--- src/rtl/centroid_pkg.sv ---
// Shared widths, FSM encoding and divider latency for the centroid tracker.
// Defaults describe the 64x64 configuration.
package centroid_pkg;

  localparam int DEF_COORD_W = 11;
  localparam int DEF_AREA_W  = 20;
  localparam int DEF_MOM_W   = 32;
  // The restoring divider retires one quotient bit per clock.
  localparam int DIV_LAT     = DEF_MOM_W;

  typedef enum logic [1:0] {
    IDLE,
    CHECK,
    DIV,
    DONE
  } state_t;

endpackage

--- src/rtl/centroid_tracker_divider.sv ---
// Restoring unsigned divider, one quotient bit per clock.
// done pulses exactly MOM_W cycles after an accepted start.
module seq_divider
  import centroid_pkg::*;
#(
  parameter int MOM_W = DEF_MOM_W
) (
  input  logic             clk,
  input  logic             rst,
  input  logic             start,
  input  logic [MOM_W-1:0] dividend,
  input  logic [MOM_W-1:0] divisor,
  output logic [MOM_W-1:0] quotient,
  output logic             busy,
  output logic             done
);

  localparam int CNT_W = $clog2(MOM_W) + 1;

  logic [MOM_W-1:0] rem_q, div_q;
  logic [CNT_W-1:0] cnt;
  logic             accept, ge;
  logic [MOM_W-1:0] src_rem, src_q, src_d, rem_nxt, q_nxt;
  logic [MOM_W:0]   rem_sh, diff;

  assign accept = start & ~busy;

  // The first bit is retired on the start edge itself, so the start cycle
  // reads its operands straight from the ports.
  always_comb begin
    src_rem = accept ? '0 : rem_q;
    src_q   = accept ? dividend : quotient;
    src_d   = accept ? divisor : div_q;
    rem_sh  = {src_rem, src_q[MOM_W-1]};
    diff    = rem_sh - {1'b0, src_d};
    ge      = rem_sh >= {1'b0, src_d};
    rem_nxt = ge ? diff[MOM_W-1:0] : rem_sh[MOM_W-1:0];
    q_nxt   = {src_q[MOM_W-2:0], ge};
  end

  // NOTE: state is updated with non-blocking assignments so every register
  // samples pre-edge values regardless of statement order.
  always_ff @(posedge clk) begin
    if (rst) begin
      quotient <= '0;
      rem_q    <= '0;
      div_q    <= '0;
      cnt      <= '0;
      busy     <= 1'b0;
      done     <= 1'b0;
    end else begin
      done <= 1'b0;
      if (accept) begin
        quotient <= q_nxt;
        rem_q    <= rem_nxt;
        div_q    <= divisor;
        cnt      <= CNT_W'(1);
        busy     <= 1'b1;
      end else if (busy) begin
        quotient <= q_nxt;
        rem_q    <= rem_nxt;
        cnt      <= cnt + CNT_W'(1);
        if (cnt == CNT_W'(MOM_W - 1)) begin
          busy <= 1'b0;
          done <= 1'b1;
        end
      end
    end
  end

endmodule

--- src/rtl/centroid_tracker.sv ---
// Binary-mask centroid: accumulates area, first moments and bounding box per
// frame, divides at end of frame and reports with a one-cycle valid strobe.
module centroid_tracker
  import centroid_pkg::*;
#(
  parameter int IMG_W    = 64,
  parameter int IMG_H    = 64,
  parameter int COORD_W  = DEF_COORD_W,
  parameter int AREA_W   = DEF_AREA_W,
  parameter int MOM_W    = DEF_MOM_W,
  parameter int MIN_AREA = 1
) (
  input  logic               clk,
  input  logic               rst,
  input  logic               de_in,
  input  logic               h_sync_in,
  input  logic               v_sync_in,
  input  logic               mask,
  output logic [COORD_W-1:0] x,
  output logic [COORD_W-1:0] y,
  output logic [AREA_W-1:0]  area,
  output logic [COORD_W-1:0] x_min,
  output logic [COORD_W-1:0] x_max,
  output logic [COORD_W-1:0] y_min,
  output logic [COORD_W-1:0] y_max,
  output logic               found,
  output logic               result_valid,
  output logic               frame_overrun
);

  state_t             state, state_nxt;
  logic               prev_vsync, eof, hit;
  logic [COORD_W-1:0] x_pos, y_pos;
  logic [AREA_W-1:0]  m00, snap_m00;
  logic [MOM_W-1:0]   m10, m01, snap_m10, snap_m01;
  logic [COORD_W-1:0] bx_min, bx_max, by_min, by_max;
  logic [COORD_W-1:0] sx_min, sx_max, sy_min, sy_max;
  logic               start_div, load_out, found_n;
  logic [MOM_W-1:0]   quot_x, quot_y;
  logic               busy_x, busy_y, done_x, done_y;
  logic               unused_sigs;

  assign eof = v_sync_in & ~prev_vsync;
  assign hit = de_in & mask & ~v_sync_in;
  assign unused_sigs = ^{h_sync_in, busy_x, busy_y,
                         quot_x[MOM_W-1:COORD_W], quot_y[MOM_W-1:COORD_W]};

  always_ff @(posedge clk) begin
    if (rst || v_sync_in) begin
      x_pos <= '0;
      y_pos <= '0;
    end else if (de_in) begin
      if (x_pos == COORD_W'(IMG_W - 1)) begin
        x_pos <= '0;
        y_pos <= (y_pos == COORD_W'(IMG_H - 1)) ? '0 : y_pos + COORD_W'(1);
      end else begin
        x_pos <= x_pos + COORD_W'(1);
      end
    end
  end

  // Accumulators restart on every vsync edge; whether the frame is kept
  // depends only on the FSM being free to take the snapshot.
  always_ff @(posedge clk) begin
    if (rst || eof) begin
      m00    <= '0;
      m10    <= '0;
      m01    <= '0;
      bx_min <= '1;
      by_min <= '1;
      bx_max <= '0;
      by_max <= '0;
    end else if (hit) begin
      m00    <= m00 + AREA_W'(1);
      m10    <= m10 + MOM_W'(x_pos);
      m01    <= m01 + MOM_W'(y_pos);
      bx_min <= (x_pos < bx_min) ? x_pos : bx_min;
      bx_max <= (x_pos > bx_max) ? x_pos : bx_max;
      by_min <= (y_pos < by_min) ? y_pos : by_min;
      by_max <= (y_pos > by_max) ? y_pos : by_max;
    end
  end

  // An empty frame snapshots a zero bounding box rather than the idle trackers.
  always_ff @(posedge clk) begin
    if (rst) begin
      prev_vsync <= 1'b0;
      snap_m00   <= '0;
      snap_m10   <= '0;
      snap_m01   <= '0;
      {sx_min, sx_max, sy_min, sy_max} <= '0;
      frame_overrun <= 1'b0;
    end else begin
      prev_vsync    <= v_sync_in;
      frame_overrun <= eof && (state != IDLE);
      if (eof && state == IDLE) begin
        snap_m00 <= m00;
        snap_m10 <= m10;
        snap_m01 <= m01;
        if (m00 == '0) {sx_min, sx_max, sy_min, sy_max} <= '0;
        else           {sx_min, sx_max, sy_min, sy_max} <= {bx_min, bx_max, by_min, by_max};
      end
    end
  end

  always_ff @(posedge clk) begin
    if (rst) state <= IDLE;
    else     state <= state_nxt;
  end

  // NOTE: every output of this block gets a default first, so no path leaves
  // a value unassigned and no latch is inferred.
  always_comb begin
    state_nxt = state;
    start_div = 1'b0;
    load_out  = 1'b0;
    found_n   = 1'b0;
    case (state)
      IDLE:  if (eof) state_nxt = CHECK;
      CHECK: begin
        if (snap_m00 >= AREA_W'(MIN_AREA) && snap_m00 != '0) begin
          start_div = 1'b1;
          state_nxt = DIV;
        end else begin
          load_out  = 1'b1;
          state_nxt = DONE;
        end
      end
      DIV: begin
        if (done_x && done_y) begin
          load_out  = 1'b1;
          found_n   = 1'b1;
          state_nxt = DONE;
        end
      end
      DONE:    state_nxt = IDLE;
      default: state_nxt = IDLE;
    endcase
  end

  seq_divider #(.MOM_W(MOM_W)) u_div_x (
    .clk(clk), .rst(rst), .start(start_div), .dividend(snap_m10),
    .divisor(MOM_W'(snap_m00)), .quotient(quot_x), .busy(busy_x), .done(done_x)
  );

  seq_divider #(.MOM_W(MOM_W)) u_div_y (
    .clk(clk), .rst(rst), .start(start_div), .dividend(snap_m01),
    .divisor(MOM_W'(snap_m00)), .quotient(quot_y), .busy(busy_y), .done(done_y)
  );

  // Outputs load on the edge into DONE so they are stable while result_valid is high.
  always_ff @(posedge clk) begin
    if (rst) begin
      x <= '0;
      y <= '0;
      area <= '0;
      {x_min, x_max, y_min, y_max} <= '0;
      found <= 1'b0;
      result_valid <= 1'b0;
    end else begin
      result_valid <= load_out;
      if (load_out) begin
        area  <= snap_m00;
        {x_min, x_max, y_min, y_max} <= {sx_min, sx_max, sy_min, sy_max};
        found <= found_n;
        if (found_n) begin
          x <= quot_x[COORD_W-1:0];
          y <= quot_y[COORD_W-1:0];
        end
      end
    end
  end

endmodule

--- config.mk ---
export PLATFORM = sky130hd
export DESIGN_NAME = centroid_tracker
export DESIGN_NICKNAME = d
export VERILOG_FILES = /design/src/rtl/centroid_pkg.sv /design/src/rtl/centroid_tracker_divider.sv /design/src/rtl/centroid_tracker.sv
export SDC_FILE = /design/constraint.sdc
export NUM_CORES = 1
export LEC_CHECK = 0
export BUFFER_PORTS_ARGS = -buffer_cell sky130_fd_sc_hd__buf_2
export CORE_ASPECT_RATIO = 0.75
export CORE_MARGIN = 4
export CORE_UTILIZATION = 25
export CTS_CLUSTER_DIAMETER = 40
export CTS_CLUSTER_SIZE = 10
export DETAILED_ROUTE_END_ITERATION = 7
export GPL_TIMING_DRIVEN = 0
export PLACE_DENSITY = 0.41
export SLEW_MARGIN = 0
export SYNTH_ARGS = -nofsm -noshare
export SYNTH_HDL_FRONTEND = slang
export SYNTH_SLANG_ARGS = --single-unit
--- constraint.sdc ---
create_clock -name clk -period 9.9 [get_ports clk]
set_input_delay 0 -clock clk [delete_from_list [all_inputs] [get_ports clk]]
set_output_delay 0 -clock clk [all_outputs]
set_load 0.05 [all_outputs]
==> key figures <==
Status
  – Run status: complete, no violations

Layout
  – Fraction of layout cells with a size suffix above 1: a little under a tenth
  – Register area: 11,600 um^2
  – Area Overhead vs Synth: 21.3%
  – Final Cell Area: 33,600 um^2
  – Fin nets: ~3,800
  – Multi-input gate area: ~15,000 um^2
  – FILL cells: between 10,000 and 15,000

Global routing
  – First-pass GRT wire length: 149 mm
  – Total grt overflow: 0
  – Initial antenna violation count: 5
  – Vias in the first global route: around 23,000
  – Pin count of the biggest net entering global routing: 15
  – All-layer global routing usage: between 10% and 20%

Place
  – Placed cell area: approximately 30,000 um^2
  – Routability cong.: slightly above 0.8
  – Post-DP HPWL: 72.4 mm
  – IO buf count: 92

Synth
  – Prevailing post-synth register cell: dfxtp_1
  – Synth Area in Compound Gates: between 10% and 20%
  – Post-synthesis xor/xnor area fraction: ~4.3%
  – Seq/Total Area, Yosys: 41.8%
  – Yosys warns: 0
  – Avg Cell Area, Syn: slightly above 8 um^2
  – Distinct cells, synth: 87
  – Largest family of logic cells by synthesized area: simple AND/OR/NAND/NOR gates
  – Mux cell area share after synthesis: approximately 2.8%
  – Post-Syn Area: 27,700 um^2
  – Share of synthesized flip-flops with an asynchronous set or reset: 0%
  – Net count after synthesis: roughly 3,600
  – Post-Synth Simple-Gate Area: about 23%
  – Mapped Cells: approximately 3,400
  – FF+latch count, synth: 578
  – Number of synthesized flops with an enable pin: 0
  – Synth Area in Adders: between 6 and 7%

Worst setup path
  – Data required, critical path: 10.39 ns
  – CP Class: flip-flop to flip-flop
  – Reg2reg path depth: 18
  – CP Launch Type: flip-flop
  – Crit. End Element: flip-flop
  – Critical R2R Capture: u_div_x.rem_q[20]
  – Max Fanout on Critical Path: 10
  – R2R setup slack: 3.62 ns
  – CP Data Arrival Time: between 6 and 7 ns
  – Reg2reg start: snap_m00[7]

CTS
  – Root Buffer: clkbuf_16
  – Number of gates resized after cts: 0
  – Clock Latency Late Sink: a little under 0.7 ns
  – CTS tree: built
  – H-tree depth: 3
  – Clock-pin slew on the worst setup and hold paths: approximately 0.060 ns
  – CTS Sinks: roughly 580
  – CTS Buf Count: 100
  – CTS Buffer Depth: 3

STA
  – Endpoints failing setup: 0
  – RSZ-0062 raised after global routing: false
  – Time the worst path needs with I/O delays and setup: 6.28 ns
  – Hold Fails Final Rpt: 0
  – Max frequency: between 150 and 200 MHz
  – Slew @ Worst Pin: 1.23 ns
  – Slew Limit Fails: 0
  – Relative slew slack: between 10% and 20%
  – Skew final: 0.0310 ns
  – Final Hold Slack: 0.0391 ns
  – Crit share post-route: a little under two thirds
  – Fin Setup TNS: 0 ns

Floorplan
  – Core ar.: 110,000 um^2
  – Die height: 296 um
  – Die area: approximately 120,000 um^2
  – IO Pins: between 90 and 100
  – Initial Util: between 20% and 30%
  – FP Rows: around 110
  – Die Wd: between 300 and 400 um

Pwr
  – Peak VDD IR: around 130 uV
  – Pwr per Cell Area: ~200 nW/um^2
  – Pwr Total: about 0.0067 W
  – Leak pwr: ~13 nW

Detailed routing
  – Routed wire per std cell: ~19 um
  – Initial DRC count: between 1,500 and 2,000
  – Final ANT Viol Nets: 0
  – Post-detailed-route via-to-cell ratio: between 4 and 5
  – Total number of vias: roughly 25,000
  – TritonRoute pass-1 iters: 5
  – Routed WL: between 90 and 100 mm
  – DRC: 0

Hold path
  – Worst Hold Path Cells: 7
  – Worst Hold Path EP: m00[3]
  – Hold_sp: mask
  – Worst min path class: primary input to flip-flop

Job
  – Max Cap Viol: 0
[sequential cells by signal (all words and copies together), names as in the netlist, 20 cells and up]
name and flops:
u_div_x.rem_q 32, u_div_x.quotient 32, snap_m00 20, snap_m10 32, area 20, m00 20
m10 32, m01 32, u_div_y.quotient 32, u_div_x.div_q 32, snap_m01 32, u_div_y.rem_q 32
u_div_y.div_q 32
[area by class of cell]
type	count	area share, %
inverters	81	0.906
well taps	1444	5.39
diodes	4	0.0298
repair buffers	96	1.51
multi-input cells	2570	44.6
plain buffers	205	2.51
clock inverters	62	2.50
clock buffers	120	8.11
flip-flops and latches	578	34.5
[per-layer routing]
layer,GRT usage (%),part of all wire [%],vias up
met5,0,0,-
met2,22.7,39,529
met4,3.41,1.5,0
met3,2.57,4.8,108
met1,26.9,55,11700
li1,-,-,12300
[critical path, stage by stage (launching register included)]
cell and delay [ns]:
dfxtp_1 0.42, nor4_1 0.31, nand3_1 0.24, o21ai_2 0.47
or2_1 0.21, clkbuf_1 0.53, buf_2 0.42, buf_2 0.39
mux2i_1 0.48, ha_1 0.40, a21oi_1 0.40, o21ai_1 0.23
o31ai_2 0.29, nand2_1 0.16, a221oi_2 0.44, buf_4 0.30
nor2_1 0.07, a211oi_1 0.21, nor3_1 0.09
[how the worst max path moves through the flow]
| stage | to | from | depth (start not counted) | slack, ns |
|---|---|---|---|---|
| after global placement | u_div_x.rem_q[20] | snap_m00[7] | 19 | 3.77 |
| after global routing | u_div_x.rem_q[24] | snap_m00[7] | 19 | 3.38 |
| after CTS | u_div_x.rem_q[20] | snap_m00[7] | 19 | 3.73 |
| after detailed placement | u_div_x.rem_q[20] | snap_m00[7] | 19 | 3.77 |
| final | u_div_x.rem_q[20] | snap_m00[7] | 18 | 3.62 |
| after floorplan | u_div_x.rem_q[23] | snap_m00[7] | 19 | 5.64 |
[report_power, final]
group          total (W)  internal [W]  switching [W]
sequential       0.00236       0.00235      0.0000119
clock            0.00367       0.00236        0.00131
combinational   0.000685      0.000190       0.000495
[metrics by stage]
| step | instances | utilization (%) | setup WS [ns] |
|---|---|---|---|
| floorplan | 3434 | - | 5.64 |
| global placement | 4970 | 27.3 | 3.77 |
| detailed placement | 4971 | 27.3 | 3.77 |
| CTS | 5156 | 30.6 | 3.73 |
| global route | 5157 | 30.6 | 3.38 |
| finish | 5160 | 30.6 | 3.62 |
[synth_stat cells, types with 60 or more instances]
| cell type | instances | area share [%] |
|---|---|---|
| nand2_1 | 691 | 9.4 |
| dfxtp_1 | 578 | 42 |
| a21oi_1 | 409 | 7.4 |
| nor2_1 | 355 | 4.8 |
| clkbuf_1 | 170 | 2.3 |
| ha_1 | 137 | 6.2 |
| and2_1 | 97 | 2.2 |
| inv_1 | 81 | 1.1 |
| mux2i_1 | 76 | 2.7 |
| nand3_1 | 76 | 1.4 |
| xnor2_1 | 75 | 2.4 |
| xor2_1 | 61 | 1.9 |
| o21ai_0 | 60 | 1.1 |
[cell usage in the layout (no fill, tap or decap), types with 8 or more instances in the layout]
| cell type | count |
|---|---|
| nand2_1 | 691 |
| dfxtp_1 | 578 |
| a21oi_1 | 409 |
| nor2_1 | 355 |
| clkbuf_1 | 178 |
| ha_1 | 137 |
| buf_2 | 110 |
| clkbuf_16 | 102 |
| and2_1 | 97 |
| inv_1 | 81 |
| nand3_1 | 76 |
| mux2i_1 | 76 |
| xnor2_1 | 75 |
| xor2_1 | 61 |
| o21ai_0 | 60 |
| a22oi_1 | 58 |
| a21o_1 | 40 |
| a211oi_1 | 40 |
| nor3_1 | 33 |
| and3_1 | 25 |
| nand2b_1 | 22 |
| nand4_1 | 22 |
| o211ai_1 | 21 |
| o21a_1 | 21 |
| nor2b_1 | 20 |
| o21ai_1 | 20 |
| nor4_1 | 17 |
| a311oi_1 | 16 |
| clkinvlp_4 | 16 |
| clkinv_2 | 15 |
| bufinv_16 | 15 |
| a31oi_1 | 10 |
| nor3b_1 | 10 |
| clkbuf_8 | 10 |
| o21bai_1 | 9 |
| or3_1 | 9 |
| o31a_1 | 8 |
[logic make-up (layout without fill, tap and decap cells)]
kind of cell | count (synthesis) | count (layout)
AOI/OAI and AO/OA | 791 | 791
xor gates and xnor gates | 136 | 136
adders and majority gates | 141 | 141
buffers and inverters | 286 | 564
DFF | 578 | 578
muxes | 78 | 78
other | 0 | 4
and+or+nand+nor | 1424 | 1424
[timing repair]
action | CTS | global route
setup endpoints to repair | 0 | 0
hold endpoints to repair | 12 | 0
hold buffers | 3 | 0
setup buffers | 0 | 0
Power figures use the tool's default switching activity.
